### config.mk
export PLATFORM = sky130hd
export DESIGN_NAME = mem_port_scheduler_flat
export DESIGN_NICKNAME = d
export VERILOG_FILES = /design/src/rtl/mem_port_scheduler_if.sv /design/src/rtl/mem_port_scheduler.sv /design/src/flat_wrapper.sv
export SDC_FILE = /design/constraint.sdc
export NUM_CORES = 1
export LEC_CHECK = 0
export ABC_AREA = 1
export CAP_MARGIN = 20
export CORE_AREA = 3 3 146 148
export CTS_CLUSTER_DIAMETER = 150
export CTS_CLUSTER_SIZE = 40
export DETAILED_ROUTE_END_ITERATION = 8
export DIE_AREA = 0 0 149 151
export GPL_TIMING_DRIVEN = 0
export PLACE_DENSITY = 0.7
export SLEW_MARGIN = 30
export SYNTH_ARGS = -nofsm -noshare
export SYNTH_HDL_FRONTEND = slang
export SYNTH_SLANG_ARGS = --single-unit
### constraint.sdc
create_clock -name iCLOCK -period 3.3 [get_ports iCLOCK]
set_clock_uncertainty 0.05 [all_clocks]
set_input_delay 0.66 -clock iCLOCK [delete_from_list [all_inputs] [get_ports iCLOCK]]
set_output_delay 0.66 -clock iCLOCK [all_outputs]
set_load 0.005 [all_outputs]
### src/rtl/mem_port_scheduler_if.sv
// mem_port_scheduler_if: core-side requesters, memory-side port and status of the memory port scheduler
interface mem_port_scheduler_if #(parameter int DEPTH = 4);
  logic                     iDATA_REQ, oDATA_LOCK, iDATA_RW, oDATA_VALID, iDATA_BUSY;
  logic [1:0]               iDATA_ORDER;
  logic [3:0]               iDATA_MASK;
  logic [31:0]              iDATA_ADDR, iDATA_DATA;
  logic [63:0]              oDATA_DATA;
  logic                     iINST_REQ, oINST_LOCK, oINST_VALID, iINST_BUSY;
  logic [31:0]              iINST_ADDR;
  logic [63:0]              oINST_DATA;
  logic                     oMEMORY_REQ, iMEMORY_LOCK, oMEMORY_RW, iMEMORY_VALID, oMEMORY_BUSY;
  logic [1:0]               oMEMORY_ORDER;
  logic [3:0]               oMEMORY_MASK;
  logic [31:0]              oMEMORY_ADDR, oMEMORY_DATA;
  logic [63:0]              iMEMORY_DATA;
  logic [$clog2(DEPTH):0]   oPENDING;
  logic                     oRETURN_ERROR;
  modport slave (
    input  iDATA_REQ, iDATA_ORDER, iDATA_MASK, iDATA_RW, iDATA_ADDR, iDATA_DATA, iDATA_BUSY,
    input  iINST_REQ, iINST_ADDR, iINST_BUSY, iMEMORY_LOCK, iMEMORY_VALID, iMEMORY_DATA,
    output oDATA_LOCK, oDATA_VALID, oDATA_DATA, oINST_LOCK, oINST_VALID, oINST_DATA,
    output oMEMORY_REQ, oMEMORY_ORDER, oMEMORY_MASK, oMEMORY_RW, oMEMORY_ADDR, oMEMORY_DATA,
    output oMEMORY_BUSY, oPENDING, oRETURN_ERROR
  );
  modport master (
    output iDATA_REQ, iDATA_ORDER, iDATA_MASK, iDATA_RW, iDATA_ADDR, iDATA_DATA, iDATA_BUSY,
    output iINST_REQ, iINST_ADDR, iINST_BUSY, iMEMORY_LOCK, iMEMORY_VALID, iMEMORY_DATA,
    input  oDATA_LOCK, oDATA_VALID, oDATA_DATA, oINST_LOCK, oINST_VALID, oINST_DATA,
    input  oMEMORY_REQ, oMEMORY_ORDER, oMEMORY_MASK, oMEMORY_RW, oMEMORY_ADDR, oMEMORY_DATA,
    input  oMEMORY_BUSY, oPENDING, oRETURN_ERROR
  );
endinterface

### src/rtl/mem_port_scheduler.sv
// mem_port_scheduler: data/fetch arbitration onto one memory port with in-order read return routing
module mem_port_scheduler #(
  parameter int DEPTH          = 4,
  parameter int MAX_DATA_BURST = 4
) (
  input logic                 iCLOCK,
  input logic                 inRESET,
  mem_port_scheduler_if.slave bus
);
  localparam int AW = $clog2(DEPTH);
  localparam int PW = AW + 1;
  logic [PW-1:0]    pend_cnt;
  logic [AW-1:0]    wr_ptr, rd_ptr;
  logic [DEPTH-1:0] tags;
  logic [3:0]       burst_cnt;
  logic             ret_err;
  logic             can_load, full, empty, head, data_ok, inst_ok;
  logic             grant_data, grant_inst, push, pop;
  always_comb begin
    can_load   = !bus.oMEMORY_REQ || !bus.iMEMORY_LOCK;
    full       = pend_cnt == PW'(DEPTH);
    empty      = pend_cnt == '0;
    head       = tags[rd_ptr];
    data_ok    = bus.iDATA_REQ && can_load && (bus.iDATA_RW || !full);
    inst_ok    = bus.iINST_REQ && can_load && !full;
    grant_data = data_ok && !(inst_ok && burst_cnt == 4'(MAX_DATA_BURST));
    grant_inst = inst_ok && !grant_data;
    push       = grant_inst || (grant_data && !bus.iDATA_RW);
    pop        = bus.iMEMORY_VALID && !empty && !bus.oMEMORY_BUSY;
  end
  assign bus.oDATA_LOCK    = !grant_data;
  assign bus.oINST_LOCK    = !grant_inst;
  assign bus.oDATA_DATA    = bus.iMEMORY_DATA;
  assign bus.oINST_DATA    = bus.iMEMORY_DATA;
  assign bus.oDATA_VALID   = bus.iMEMORY_VALID && !empty && !head;
  assign bus.oINST_VALID   = bus.iMEMORY_VALID && !empty && head;
  assign bus.oMEMORY_BUSY  = !empty && (head ? bus.iINST_BUSY : bus.iDATA_BUSY);
  assign bus.oPENDING      = pend_cnt;
  assign bus.oRETURN_ERROR = ret_err;
  always_ff @(posedge iCLOCK) begin
    if (!inRESET) begin
      {bus.oMEMORY_REQ, bus.oMEMORY_ORDER, bus.oMEMORY_MASK, bus.oMEMORY_RW,
       bus.oMEMORY_ADDR, bus.oMEMORY_DATA} <= 72'd0;
      pend_cnt  <= '0;
      wr_ptr    <= '0;
      rd_ptr    <= '0;
      tags      <= '0;
      burst_cnt <= '0;
      ret_err   <= 1'b0;
    end else begin
      if (grant_data)
        {bus.oMEMORY_REQ, bus.oMEMORY_ORDER, bus.oMEMORY_MASK, bus.oMEMORY_RW,
         bus.oMEMORY_ADDR, bus.oMEMORY_DATA} <= {1'b1, bus.iDATA_ORDER, bus.iDATA_MASK,
                                                 bus.iDATA_RW, bus.iDATA_ADDR, bus.iDATA_DATA};
      else if (grant_inst)
        {bus.oMEMORY_REQ, bus.oMEMORY_ORDER, bus.oMEMORY_MASK, bus.oMEMORY_RW,
         bus.oMEMORY_ADDR, bus.oMEMORY_DATA} <= {1'b1, 2'b10, 4'hF, 1'b0, bus.iINST_ADDR, 32'h0};
      else if (!bus.iMEMORY_LOCK)
        {bus.oMEMORY_REQ, bus.oMEMORY_ORDER, bus.oMEMORY_MASK, bus.oMEMORY_RW,
         bus.oMEMORY_ADDR, bus.oMEMORY_DATA} <= 72'd0;
      if (push) begin
        tags[wr_ptr] <= grant_inst;
        wr_ptr       <= wr_ptr + 1'b1;
      end
      if (pop) rd_ptr <= rd_ptr + 1'b1;
      pend_cnt  <= pend_cnt + PW'(push) - PW'(pop);
      // the burst budget only runs while a fetch is actually waiting
      burst_cnt <= (!bus.iINST_REQ || grant_inst) ? 4'd0 :
                   (grant_data && burst_cnt != 4'(MAX_DATA_BURST)) ? burst_cnt + 4'd1 : burst_cnt;
      ret_err   <= bus.iMEMORY_VALID && empty;
    end
  end
endmodule

### src/flat_wrapper.sv
// flat-port wrapper written by rule: the top's interface ports become plain ports
module mem_port_scheduler_flat 
#(
  parameter int DEPTH          = 4,
  parameter int MAX_DATA_BURST = 4
)
  (iCLOCK, inRESET, bus_iDATA_REQ, bus_iDATA_ORDER, bus_iDATA_MASK, bus_iDATA_RW, bus_iDATA_ADDR, bus_iDATA_DATA, bus_iDATA_BUSY, bus_iINST_REQ, bus_iINST_ADDR, bus_iINST_BUSY, bus_iMEMORY_LOCK, bus_iMEMORY_VALID, bus_iMEMORY_DATA, bus_oDATA_LOCK, bus_oDATA_VALID, bus_oDATA_DATA, bus_oINST_LOCK, bus_oINST_VALID, bus_oINST_DATA, bus_oMEMORY_REQ, bus_oMEMORY_ORDER, bus_oMEMORY_MASK, bus_oMEMORY_RW, bus_oMEMORY_ADDR, bus_oMEMORY_DATA, bus_oMEMORY_BUSY, bus_oPENDING, bus_oRETURN_ERROR);
  mem_port_scheduler_if #(.DEPTH(DEPTH)) bus_i ();
  input logic iCLOCK;
  input logic inRESET;
  input wire logic [$bits(bus_i.iDATA_REQ)-1:0] bus_iDATA_REQ;
  input wire logic [$bits(bus_i.iDATA_ORDER)-1:0] bus_iDATA_ORDER;
  input wire logic [$bits(bus_i.iDATA_MASK)-1:0] bus_iDATA_MASK;
  input wire logic [$bits(bus_i.iDATA_RW)-1:0] bus_iDATA_RW;
  input wire logic [$bits(bus_i.iDATA_ADDR)-1:0] bus_iDATA_ADDR;
  input wire logic [$bits(bus_i.iDATA_DATA)-1:0] bus_iDATA_DATA;
  input wire logic [$bits(bus_i.iDATA_BUSY)-1:0] bus_iDATA_BUSY;
  input wire logic [$bits(bus_i.iINST_REQ)-1:0] bus_iINST_REQ;
  input wire logic [$bits(bus_i.iINST_ADDR)-1:0] bus_iINST_ADDR;
  input wire logic [$bits(bus_i.iINST_BUSY)-1:0] bus_iINST_BUSY;
  input wire logic [$bits(bus_i.iMEMORY_LOCK)-1:0] bus_iMEMORY_LOCK;
  input wire logic [$bits(bus_i.iMEMORY_VALID)-1:0] bus_iMEMORY_VALID;
  input wire logic [$bits(bus_i.iMEMORY_DATA)-1:0] bus_iMEMORY_DATA;
  output wire logic [$bits(bus_i.oDATA_LOCK)-1:0] bus_oDATA_LOCK;
  output wire logic [$bits(bus_i.oDATA_VALID)-1:0] bus_oDATA_VALID;
  output wire logic [$bits(bus_i.oDATA_DATA)-1:0] bus_oDATA_DATA;
  output wire logic [$bits(bus_i.oINST_LOCK)-1:0] bus_oINST_LOCK;
  output wire logic [$bits(bus_i.oINST_VALID)-1:0] bus_oINST_VALID;
  output wire logic [$bits(bus_i.oINST_DATA)-1:0] bus_oINST_DATA;
  output wire logic [$bits(bus_i.oMEMORY_REQ)-1:0] bus_oMEMORY_REQ;
  output wire logic [$bits(bus_i.oMEMORY_ORDER)-1:0] bus_oMEMORY_ORDER;
  output wire logic [$bits(bus_i.oMEMORY_MASK)-1:0] bus_oMEMORY_MASK;
  output wire logic [$bits(bus_i.oMEMORY_RW)-1:0] bus_oMEMORY_RW;
  output wire logic [$bits(bus_i.oMEMORY_ADDR)-1:0] bus_oMEMORY_ADDR;
  output wire logic [$bits(bus_i.oMEMORY_DATA)-1:0] bus_oMEMORY_DATA;
  output wire logic [$bits(bus_i.oMEMORY_BUSY)-1:0] bus_oMEMORY_BUSY;
  output wire logic [$bits(bus_i.oPENDING)-1:0] bus_oPENDING;
  output wire logic [$bits(bus_i.oRETURN_ERROR)-1:0] bus_oRETURN_ERROR;
  assign bus_i.iDATA_REQ = bus_iDATA_REQ;
  assign bus_i.iDATA_ORDER = bus_iDATA_ORDER;
  assign bus_i.iDATA_MASK = bus_iDATA_MASK;
  assign bus_i.iDATA_RW = bus_iDATA_RW;
  assign bus_i.iDATA_ADDR = bus_iDATA_ADDR;
  assign bus_i.iDATA_DATA = bus_iDATA_DATA;
  assign bus_i.iDATA_BUSY = bus_iDATA_BUSY;
  assign bus_i.iINST_REQ = bus_iINST_REQ;
  assign bus_i.iINST_ADDR = bus_iINST_ADDR;
  assign bus_i.iINST_BUSY = bus_iINST_BUSY;
  assign bus_i.iMEMORY_LOCK = bus_iMEMORY_LOCK;
  assign bus_i.iMEMORY_VALID = bus_iMEMORY_VALID;
  assign bus_i.iMEMORY_DATA = bus_iMEMORY_DATA;
  assign bus_oDATA_LOCK = bus_i.oDATA_LOCK;
  assign bus_oDATA_VALID = bus_i.oDATA_VALID;
  assign bus_oDATA_DATA = bus_i.oDATA_DATA;
  assign bus_oINST_LOCK = bus_i.oINST_LOCK;
  assign bus_oINST_VALID = bus_i.oINST_VALID;
  assign bus_oINST_DATA = bus_i.oINST_DATA;
  assign bus_oMEMORY_REQ = bus_i.oMEMORY_REQ;
  assign bus_oMEMORY_ORDER = bus_i.oMEMORY_ORDER;
  assign bus_oMEMORY_MASK = bus_i.oMEMORY_MASK;
  assign bus_oMEMORY_RW = bus_i.oMEMORY_RW;
  assign bus_oMEMORY_ADDR = bus_i.oMEMORY_ADDR;
  assign bus_oMEMORY_DATA = bus_i.oMEMORY_DATA;
  assign bus_oMEMORY_BUSY = bus_i.oMEMORY_BUSY;
  assign bus_oPENDING = bus_i.oPENDING;
  assign bus_oRETURN_ERROR = bus_i.oRETURN_ERROR;
  mem_port_scheduler #(.DEPTH(DEPTH), .MAX_DATA_BURST(MAX_DATA_BURST)) u_core (.iCLOCK(iCLOCK), .inRESET(inRESET), .bus(bus_i));
endmodule
==> results.txt <==
critical path arrival: 2430 ps
Clock transition at path regs: 60 ps
area used by multi-input combinational logic: 1770 sq um
worst r2r src: u_core.burst_cnt[0]
synth unique cells: 27
Slew Viols, Final: 0
boundary pin count: 384
Post-synth EDFFs: 0
Hold Path Origin: u_core.bus.oMEMORY_DATA[0]
CTS Buf Count: 9
Final nets: 1203
Final setup viols: 0
worst hold path stage count: 2
PD cells: 429 nW/um^2
min-delay worst type: reg2reg
clock root buffer: clkbuf_16
Reg area: 1760 sq um
placement-stage worst setup slack: 30.4 ps
Synthesized Nets: 874
Fin. Hold Viols: 0
clock power share: 28.2%
post-route ant nets: 0
endpoint class of the critical path: output port
period utilization: 95.3%
layout cells sized above 1: 17.3%
Avg WL per Cell: 13.8 um
combinational share of power: 37.2%
Post-Place Cells: 1278
synthesis-to-layout area growth: 78.1%
Top FF cell, synth: dfxtp_1
async set-reset flop share out of synthesis: 0%
Max-slew headroom: 59.7%
RePlAce Congestion: 0.807
Post-CTS Setup Bufs: 0
maximum clock path buffer count: 2
synthesized instance count: 690
DR iter-0 viols: 183
sequential fraction of the synthesis area: 35.8%
Yosys Warn Count: 0
count of input and output buffers: 318
Sequential Power Share: 34.5%
CP most frequent cell: nand2_1
Max Cap Violations: 0
Sw Pwr: 1130 uW
VDD IR max: 0.243 mV
largest net degree at the start of global routing: 15
Worst Hold End: u_core.bus.oMEMORY_DATA[0]
r2r setup slk: 880 ps
crit start category: primary input
area leader, netlist: dfxtp_1
number of gates resized after cts: 0
die area: 22500 sq um
vias in the first global route: 4877
Pre-Repair DR Iteration Count: 4
outcome: completed
Crit Path Max Fanout: 10
top-count cell post-synth: nand2_1
Int Power: 2630 uW
H-tree levels: 3
filler instances: 2053
starting density of the core: 24.4%
required time of the worst setup path: 2590 ps
final routed DRC violation total: 0
top-area cell type share of the netlist area: 35.8%
placed wire-length estimate: 14600 um
Synth area leaders: dfxtp_1 (36%), buf_4 (20%), nand2_1 (16%)
worst reg2reg endpoint: u_core.bus.oPENDING[2]
CTS Sinks: 88
Worst Max-Slew Pin Slew: 604 ps
antenna cells: 0
Site Rows: 52
worst setup margin: 157 ps
Layout Cells excl Fill: 1294
#FFs+latches synth: 88
initial antenna violation count: 1
CP cell instances: clkdlybuf4s50_1 -> nand2_1 -> and2_1 -> nand2_1 -> inv_2 -> nand2_1 -> buf_6 -> clkdlybuf4s50_1
die width: 149 um
Total Wirelength: 17800 um
peak per-stage delay on the critical path: 530 ps
clk_lat worst skew: 340 ps
syn avg cell area: 7.13 sq um
TritonCTS clock tree: done
dpl cell area: 8440 sq um
CORE AREA: 20200 sq um
Chip Height: 151 um
CP Class: in2out
unrepaired setup endpoints after global routing: false
Post-synth top cells: nand2_1 (205), buf_4 (131), dfxtp_1 (88)
routed vias: 5180
final instance area: 8760 sq um
GRT Total Usage: 14.8%
Util after Layout: 43.4%
first-pass GRT wire length: 25800 um
Slowest-stage cell, CP: clkdlybuf4s50_1
CTS Hold Bufs: 0
final period demand of the worst path: 3140 ps
Static Leak: 0.00396 uW
gr ovfl total: 0
vias per inst: 4.00
Net Sw Frac: 30.0%
Cell Area, Synth: 4920 sq um
setup TNS: 0 ps
fmax: 0.318 GHz
Worst R2R Path Depth: 13
## kinds of logic after synthesis
family / after synthesis / share of synthesized area, %
buffers and inverters: 223 / 28.3
AOI/OAI and AO/OA: 49 / 5.11
adders and majority gates: 9 / 2.44
xor gates and xnor gates: 3 / 0.534
DFF: 88 / 35.8
and+or+nand+nor: 318 / 27.8
## through the flow
stage | hold slack [ps] | power (uW)
final | 408 | 3760
after global routing | 427 | 4020
after CTS | 412 | 3830
after detailed placement | 402 | 2740
after global placement | 397 | 2720
after floorplan | 406 | 1980
## power groups by stage
stage	sequential (uW)	clock [uW]	combinational (uW)
2_1_floorplan	1320	0	659
3_3_place_gp	1320	0	1410
3_5_place_dp	1320	0	1420
4_1_cts	1300	1110	1430
5_1_grt	1320	1150	1550
6_report	1300	1060	1400
## layout by cell type, fill, tap and decap left out, drive strengths merged
cell type | synthesis | layout
a21oi | 41 | 41
a31oi | 5 | 5
and2 | 1 | 1
buf | 153 | 153
bufinv | 0 | 1
clkbuf | 5 | 17
clkdlybuf4s50 | 0 | 318
clkinv | 0 | 3
dfxtp | 88 | 88
fa | 1 | 1
ha | 8 | 8
inv | 65 | 65
nand2 | 208 | 208
nand3 | 87 | 87
nand3b | 1 | 1
nor2 | 21 | 21
o21ai | 3 | 3
xnor2 | 1 | 1
xor2 | 2 | 2
## routing by layer
layer / routed length [um] / vias up / GRT usage (%)
li1: - / 2675 / -
met1: 6810 / 2261 / 16.0
met2: 9080 / 225 / 27.3
met3: 1680 / 17 / 5.48
met4: 219 / 2 / 3.62
met5: 13 / - / 0
## state kept, by name, summed over array words and instances (netlist names)
signal                    flops
u_core.bus.oMEMORY_MASK       4
u_core.bus.oMEMORY_ADDR      32
u_core.bus.oMEMORY_RW         1
u_core.wr_ptr                 2
u_core.rd_ptr                 2
u_core.bus.oPENDING           3
u_core.bus.oRETURN_ERROR      1
u_core.tags                   4
u_core.bus.oMEMORY_DATA      32
u_core.burst_cnt              4
u_core.bus.oMEMORY_ORDER      2
u_core.bus.oMEMORY_REQ        1
## final cells by class
| cell class | instances | share of cell area [%] |
|---|---|---|
| Tap cell | 270 | 3.86 |
| Multi-Input combinational cell | 379 | 20.2 |
| Timing Repair Buffer | 318 | 36.3 |
| Inverter | 65 | 2.81 |
| Clock buffer | 12 | 2.93 |
| Buffer | 158 | 13.1 |
| Clock inverter | 4 | 0.600 |
| Sequential cell | 88 | 20.1 |
## worst max-delay path by stage
| stage | cells after the start | from | to |
|---|---|---|---|
| after global routing | 8 | bus_iMEMORY_LOCK | bus_oINST_LOCK |
| after detailed placement | 8 | bus_iMEMORY_LOCK | bus_oINST_LOCK |
| final | 8 | bus_iMEMORY_LOCK | bus_oINST_LOCK |
| after floorplan | 12 | bus_iMEMORY_LOCK | u_core.bus.oPENDING[2] |
| after global placement | 8 | bus_iMEMORY_LOCK | bus_oINST_LOCK |
| after CTS | 8 | bus_iMEMORY_LOCK | bus_oINST_LOCK |
## worst max-delay path, delay by kind of cell
kind,cells,cell delay [ps]
AND/OR/NAND/NOR,4,510
buffers and inverters,4,1270
No activity file was read; power rests on OpenSTA's default activity.
